--- src/rtl/cas_player_pkg.sv ---
// Shared constants for the cassette replay block: FSM state encodings and
// the download index values that the OSD loader and the player agree on.
package cas_player_pkg;

  // Download index values assigned by the OSD file menu
  localparam logic [7:0] DN_IDX_ROM      = 8'd0;
  localparam logic [7:0] DN_IDX_CAS      = 8'd1;
  localparam logic [7:0] CAS_IDX_DEFAULT = DN_IDX_CAS;

  // Playback FSM state encodings
  typedef logic [2:0] cas_state_t;
  localparam cas_state_t ST_IDLE  = 3'd0;
  localparam cas_state_t ST_FETCH = 3'd1;
  localparam cas_state_t ST_WAIT  = 3'd2;
  localparam cas_state_t ST_LOAD  = 3'd3;
  localparam cas_state_t ST_CELL  = 3'd4;
  localparam cas_state_t ST_NEXT  = 3'd5;
  localparam cas_state_t ST_DONE  = 3'd6;

endpackage

--- src/rtl/cas_bitcell.sv ---
// One 500-baud bit cell: free-running cell counter plus the clock/data
// pulse shaper. The counter wraps on its own so consecutive bits of a byte
// need no restart; start_i re-aligns it at the beginning of every byte.
module cas_bitcell #(
  parameter int CELL_CLKS  = 84000,
  parameter int PULSE_CLKS = 4200
) (
  input  logic clk_i,
  input  logic rst_ni,
  input  logic start_i,
  input  logic bit_i,
  input  logic enable_i,
  output logic pulse_o,
  output logic cell_done_o
);

  localparam int CW = $clog2(CELL_CLKS);
  localparam logic [CW-1:0] CNT_LAST   = CW'(CELL_CLKS - 1);
  localparam logic [CW-1:0] CLK_END    = CW'(PULSE_CLKS);
  localparam logic [CW-1:0] DATA_START = CW'(CELL_CLKS / 2);
  localparam logic [CW-1:0] DATA_END   = CW'(CELL_CLKS / 2 + PULSE_CLKS);

  logic [CW-1:0] cnt_q, cnt_d;

  // Next cell count: restart on byte start, otherwise advance and wrap when enabled
  always_comb begin
    cnt_d = cnt_q;
    if (start_i) begin
      cnt_d = '0;
    end else if (enable_i) begin
      cnt_d = (cnt_q == CNT_LAST) ? '0 : cnt_q + 1'b1;
    end
  end

  // Cell counter register
  always_ff @(posedge clk_i) begin
    if (!rst_ni) begin
      cnt_q <= '0;
    end else begin
      cnt_q <= cnt_d;
    end
  end

  assign pulse_o = (cnt_q < CLK_END) |
                   (bit_i & (cnt_q >= DATA_START) & (cnt_q < DATA_END));
  assign cell_done_o = enable_i & (cnt_q == CNT_LAST);

endmodule

--- src/rtl/cas_player.sv ---
// TRS-80 Level II .CAS replay: captures the image length as the OSD writes
// the download buffer, then streams the bytes back MSB first as clock/data
// pulses while the CPU holds the cassette motor on.
module cas_player
  import cas_player_pkg::*;
#(
  parameter int         CELL_CLKS  = 84000,
  parameter int         PULSE_CLKS = 4200,
  parameter logic [7:0] CAS_IDX    = CAS_IDX_DEFAULT
) (
  input  logic        clk42m,
  input  logic        reset_n,
  input  logic        dn_go,
  input  logic        dn_wr,
  input  logic [15:0] dn_addr,
  input  logic [7:0]  dn_idx,
  input  logic        motor,
  output logic        mem_rd,
  output logic [15:0] mem_addr,
  input  logic [7:0]  mem_data,
  output logic        cas_out,
  output logic        busy,
  output logic        done
);

  cas_state_t  state_q, state_d;
  logic [15:0] ptr_q, ptr_d;
  logic [16:0] len_q, len_d;
  logic [15:0] last_addr_q, last_addr_d;
  logic        wrote_q, wrote_d;
  logic        loaded_q, loaded_d;
  logic        done_q, done_d;
  logic        busy_q, busy_d;
  logic [7:0]  shreg_q, shreg_d;
  logic [2:0]  bitcnt_q, bitcnt_d;
  logic        mem_rd_q, mem_rd_d;
  logic [15:0] mem_addr_q, mem_addr_d;
  logic        cas_out_q, cas_out_d;
  logic        dn_go_q;

  logic dn_rise, dn_fall, cas_wr;
  logic cell_start, cell_enable, cell_pulse, cell_done;

  assign dn_rise     = dn_go & ~dn_go_q;
  assign dn_fall     = ~dn_go & dn_go_q;
  assign cas_wr      = dn_go & dn_wr & (dn_idx == CAS_IDX);
  assign cell_enable = motor & ~dn_rise & (state_q == ST_CELL);

  cas_bitcell #(
    .CELL_CLKS  (CELL_CLKS),
    .PULSE_CLKS (PULSE_CLKS)
  ) u_bitcell (
    .clk_i       (clk42m),
    .rst_ni      (reset_n),
    .start_i     (cell_start),
    .bit_i       (shreg_q[7]),
    .enable_i    (cell_enable),
    .pulse_o     (cell_pulse),
    .cell_done_o (cell_done)
  );

  // Playback FSM, length capture and download rewind; motor low freezes playback
  always_comb begin
    state_d     = state_q;
    ptr_d       = ptr_q;
    len_d       = len_q;
    last_addr_d = last_addr_q;
    wrote_d     = wrote_q;
    loaded_d    = loaded_q;
    done_d      = done_q;
    shreg_d     = shreg_q;
    bitcnt_d    = bitcnt_q;
    mem_rd_d    = 1'b0;
    mem_addr_d  = mem_addr_q;
    cas_out_d   = 1'b0;
    cell_start  = 1'b0;

    if (motor) begin
      case (state_q)
        ST_IDLE: begin
          if (loaded_q && !done_q) state_d = ST_FETCH;
        end
        ST_FETCH: begin
          mem_rd_d   = 1'b1;
          mem_addr_d = ptr_q;
          state_d    = ST_WAIT;
        end
        ST_WAIT: begin
          state_d = ST_LOAD;
        end
        ST_LOAD: begin
          shreg_d    = mem_data;
          bitcnt_d   = 3'd7;
          cell_start = 1'b1;
          state_d    = ST_CELL;
        end
        ST_CELL: begin
          cas_out_d = cell_pulse;
          if (cell_done) begin
            if (bitcnt_q != 3'd0) begin
              shreg_d  = {shreg_q[6:0], 1'b0};
              bitcnt_d = bitcnt_q - 3'd1;
            end else begin
              state_d = ST_NEXT;
            end
          end
        end
        ST_NEXT: begin
          ptr_d = ptr_q + 16'd1;
          if (({1'b0, ptr_q} + 17'd1) == len_q) begin
            state_d = ST_DONE;
            done_d  = 1'b1;
          end else begin
            state_d = ST_FETCH;
          end
        end
        ST_DONE: begin
          state_d = ST_DONE;
        end
        default: begin
          state_d = ST_IDLE;
        end
      endcase
    end

    if (dn_rise) begin
      state_d    = ST_IDLE;
      loaded_d   = 1'b0;
      done_d     = 1'b0;
      wrote_d    = 1'b0;
      mem_rd_d   = 1'b0;
      cas_out_d  = 1'b0;
      cell_start = 1'b0;
    end

    if (cas_wr) begin
      last_addr_d = dn_addr;
      wrote_d     = 1'b1;
    end

    if (dn_fall && wrote_q) begin
      len_d    = {1'b0, last_addr_q} + 17'd1;
      ptr_d    = 16'd0;
      loaded_d = 1'b1;
      done_d   = 1'b0;
      state_d  = ST_IDLE;
    end

    busy_d = loaded_d & ~done_d;
  end

  // State and output registers; reset discards the captured image length
  always_ff @(posedge clk42m) begin
    if (!reset_n) begin
      state_q     <= ST_IDLE;
      ptr_q       <= '0;
      len_q       <= '0;
      last_addr_q <= '0;
      wrote_q     <= 1'b0;
      loaded_q    <= 1'b0;
      done_q      <= 1'b0;
      busy_q      <= 1'b0;
      shreg_q     <= '0;
      bitcnt_q    <= '0;
      mem_rd_q    <= 1'b0;
      mem_addr_q  <= '0;
      cas_out_q   <= 1'b0;
      dn_go_q     <= 1'b0;
    end else begin
      state_q     <= state_d;
      ptr_q       <= ptr_d;
      len_q       <= len_d;
      last_addr_q <= last_addr_d;
      wrote_q     <= wrote_d;
      loaded_q    <= loaded_d;
      done_q      <= done_d;
      busy_q      <= busy_d;
      shreg_q     <= shreg_d;
      bitcnt_q    <= bitcnt_d;
      mem_rd_q    <= mem_rd_d;
      mem_addr_q  <= mem_addr_d;
      cas_out_q   <= cas_out_d;
      dn_go_q     <= dn_go;
    end
  end

  assign mem_rd   = mem_rd_q;
  assign mem_addr = mem_addr_q;
  assign cas_out  = cas_out_q;
  assign busy     = busy_q;
  assign done     = done_q;

endmodule

--- config.mk ---
export PLATFORM = sky130hd
export DESIGN_NAME = cas_player
export DESIGN_NICKNAME = d
export VERILOG_FILES = /design/src/rtl/cas_player_pkg.sv /design/src/rtl/cas_bitcell.sv /design/src/rtl/cas_player.sv
export SDC_FILE = /design/constraint.sdc
export NUM_CORES = 1
export LEC_CHECK = 0
export CAP_MARGIN = 40
export CORE_ASPECT_RATIO = 1.75
export CORE_MARGIN = 2
export CORE_UTILIZATION = 50
export CTS_BUF_LIST = sky130_fd_sc_hd__clkbuf_4 sky130_fd_sc_hd__clkbuf_8
export DETAILED_ROUTE_END_ITERATION = 7
export HOLD_SLACK_MARGIN = 0.05
export PLACE_DENSITY = 0.79
export SLEW_MARGIN = 20
export SYNTH_ARGS = -nofsm -noshare
export SYNTH_HDL_FRONTEND = slang
export SYNTH_HIERARCHICAL = 1
export SYNTH_SLANG_ARGS = --single-unit
--- constraint.sdc ---
create_clock -name clk42m -period 4.3 [get_ports clk42m]
set_input_delay 0.43 -clock clk42m [delete_from_list [all_inputs] [get_ports clk42m]]
set_output_delay 0.43 -clock clk42m [all_outputs]
set_load 0.005 [all_outputs]
==> results.cfg <==
[run_status]
outcome = finished clean

[critical_path]
max_stage_delay_ns = 0.56
r2r-end = busy$_SDFF_PN0_
worstPathArrival_ns = 3.16
crit_path_end = busy$_SDFF_PN0_
cpLargestDelayFamily = simple AND/OR/NAND/NOR gates
critical_path_cell_count = 7
end_kind = register
critPathRequiredTime_ns = 4.56
ff2ff_setup_slack_ns = 1.39
path_max_fanout = 6
r2r_cells = 7
worst_path_max_delay_cell = or4_1
start_kind = register
cp-startpoint = ptr_q[0]$_SDFFE_PP0P_
timing.rr.start = ptr_q[0]$_SDFFE_PP0P_
path_buf_inv = 0
path_class = reg2reg
worstPathCellList = ha_1 -> nand3_2 -> or4_1 -> nand3b_1 -> a22o_1 -> or4b_4 -> o311a_1

[drt]
vias_per_cell = 5.55
routedWlPerCell_um = 13.7
drtAntennaViolNets = 0
drt_pass1_iterations = 4
vias = 4276
drc = 0
drt_wl_total_um = 10500
dr.first_iter.drc_count = 213

[clocking]
cts-root-buf = clkbuf_8
holdBufCountCts = 0
clock-sinks = 103
htreeDepth = 3
clock_latency_ns = 0.37
post_cts_buffers = 0
cts.path.max_buffers = 2
cts.reportedPaths.clkPinSlew_ns = 0.09
cts_tree = done
cts_buffers = 9
cts_resized = 0

[sta]
rsz0062_at_grt = no
hold_ws_ns = 0.464
finalHoldViolCount = 0
clock.fmax_ghz = 0.344
setup_violations = 0
final_max_slew_viol_count = 0
finalCritPeriodShare_pct = 67.6
skew_ns = 0.00790
fin_tns_setup_ns = 0
fin_crit_ns = 2.91
worst_slew_pin_slew_ns = 0.568
maxSlewHeadroom_pct = 62.1

[final_layout]
fillers = 949
antenna_cells_inserted = 0
drive_gt1_share_pct = 6.69
area_delta_synth_final_pct = 14.2
stdcell_area_sq_um = 6040
nNetsFinal = 683

[synth]
ys.flop_type = dfxtp_1
synth_async_sr_flop_share_pct = 0
synth_cells = 603
synth-warning-count = 6
synth_seq_cells = 103
ys_seq_area_share_pct = 39.0
synth_nets = 646
synth_edf_count = 0
synth_area_sq_um = 5290
syn_area_per_cell_sq_um = 8.77
yosysUniqueCellTypes = 63

[floorplanning]
die-area_sq_um = 11400
rows = 49
die_y_um = 140
io_pins = 57
dieWidth_um = 81.7
core_area_sq_um = 10300
initial_core_util_pct = 51.3

[global_routing]
track_usage_pct = 19.3
grt_pass1_vias = 4045
grt_antenna_before_repair = 0
grt_pass1_wl_um = 17900
grt_max_degree = 37
overflow = 0

[pwr]
p_leak_nw = 2.41
power.density_nw_per_um2 = 277
vdd_drop_max_v = 0.000146
power_w = 0.00168

[placed_design]
place_hpwl_um = 7880
numPortBuffers = 56
post_dp_cell_area_sq_um = 5810
place_congestion = 0.886

[flow_run]
maxCapViolCount = 0

[worst_hold_path]
hold_path_class = reg2reg
report_power, final:
group | total, W | internal, W | switching, W
sequential | 0.000954 | 0.000953 | 0.000000576
combinational | 0.0000597 | 0.0000371 | 0.0000226
clock | 0.000662 | 0.000353 | 0.000309
total | 0.00168 | 0.00134 | 0.000332
worst min-delay path, stage by stage (launching register included):
cell and delay, ns:
dfxtp_1 0.32, nand2_1 0.04, a21boi_0 0.06
worst min path at each step:
stage / start / endpoint / cells past startpoint
after floorplan: shreg_q[0]$_SDFFE_PN0P_ / shreg_q[0]$_SDFFE_PN0P_ / 2
after global placement: mem_addr[14]$_SDFFE_PN0P_ / mem_addr[14]$_SDFFE_PN0P_ / 2
after detailed placement: mem_addr[15]$_SDFFE_PN0P_ / mem_addr[15]$_SDFFE_PN0P_ / 2
after CTS: mem_addr[15]$_SDFFE_PN0P_ / mem_addr[15]$_SDFFE_PN0P_ / 2
after global routing: mem_addr[15]$_SDFFE_PN0P_ / mem_addr[15]$_SDFFE_PN0P_ / 2
final: mem_addr[2]$_SDFFE_PN0P_ / mem_addr[2]$_SDFFE_PN0P_ / 2
cell families (layout without fill, tap and decap cells):
group / Yosys count / count (layout) / synth area share [%]
and+or+nand+nor: 268 / 268 / 26.6
DFF: 103 / 103 / 39.0
muxes: 27 / 27 / 5.11
xor gates and xnor gates: 55 / 55 / 9.11
adders and majority gates: 6 / 6 / 1.42
AOI/OAI and AO/OA: 94 / 94 / 13.3
buffers and inverters: 50 / 90 / 5.47
Yosys cell counts, drive strengths merged, types with 3 or more instances:
library cell / instances / area share [%]
and2: 5 / 0.62
xnor2: 31 / 5.1
nand2b: 5 / 0.59
mux2i: 27 / 5.1
and4: 4 / 0.69
nand3: 28 / 2.7
nor2b: 18 / 2.1
and3: 13 / 1.6
or2: 3 / 0.36
inv: 13 / 0.92
dfxtp: 103 / 39
or4: 7 / 1.1
a21boi: 20 / 2.8
xor2: 24 / 4.0
nor2: 36 / 2.6
ha: 6 / 1.4
or3: 15 / 1.8
clkbuf: 25 / 2.5
nor4: 3 / 0.64
nand3b: 5 / 0.71
nand4: 12 / 1.7
nand2: 94 / 6.7
a21oi: 14 / 1.3
buf: 12 / 2.0
o21ai: 19 / 1.8
o211a: 24 / 4.5
nor3: 10 / 0.95
metal layers:
layer | GRT usage [%] | routed length [um]
met1 | 21.4 | 4270
met2 | 34.6 | 5660
met3 | 3.35 | 347
met4 | 8.51 | 258
met5 | 0 | 0
cells in the final DEF, fill, tap and decap left out, types with 3 or more instances in the layout:
master and count:
dfxtp_1 103, clkbuf_8 11, nor3_1 10, xnor2_1 31, nor2_1 36, nor2b_1 18, and4_1 3, and3_1 12
nand3b_1 5, a21boi_0 19, nand2_1 94, nand4_1 10, and2_1 4, a21oi_1 14, nand2b_1 5, mux2i_1 27
o21ai_0 19, clkdlybuf4s50_1 55, o211a_1 24, or2_2 3, or4_1 4, or3_1 13, nand3_1 27, ha_1 6
buf_4 6, xor2_1 24, inv_1 13
layout make-up:
cell class	instances	area [sq um]	share of cell area, %
Multi-Input combinational cell	450	2940	48.6
Sequential cell	103	2060	34.1
Timing Repair Buffer	63	616	10.2
Tap cell	127	159	2.63
Clock buffer	11	151	2.51
Clock inverter	3	67.6	1.12
Inverter	13	48.8	0.808
per-stage QoR:
stage / setup slack (ns) / std cells / utilization [%]
global placement: 1.54 / 754 / 56.3
finish: 1.39 / 770 / 58.6
detailed placement: 1.41 / 755 / 56.4
CTS: 1.40 / 769 / 58.5
floorplan: 1.65 / 603 / -
global route: 1.28 / 770 / 58.6
state kept, by name (all words and copies together) (netlist names):
| signal | count |
|---|---|
| last_addr_q | 16 |
| busy | 1 |
| state_q | 3 |
| bitcnt_q | 3 |
| mem_addr | 16 |
| mem_rd | 1 |
| cas_out | 1 |
| len_q | 17 |
| u_bitcell/cnt_q | 17 |
| shreg_q | 8 |
| dn_go_q | 1 |
| wrote_q | 1 |
| loaded_q | 1 |
| ptr_q | 16 |
| done | 1 |
Power figures use the tool's default switching activity.
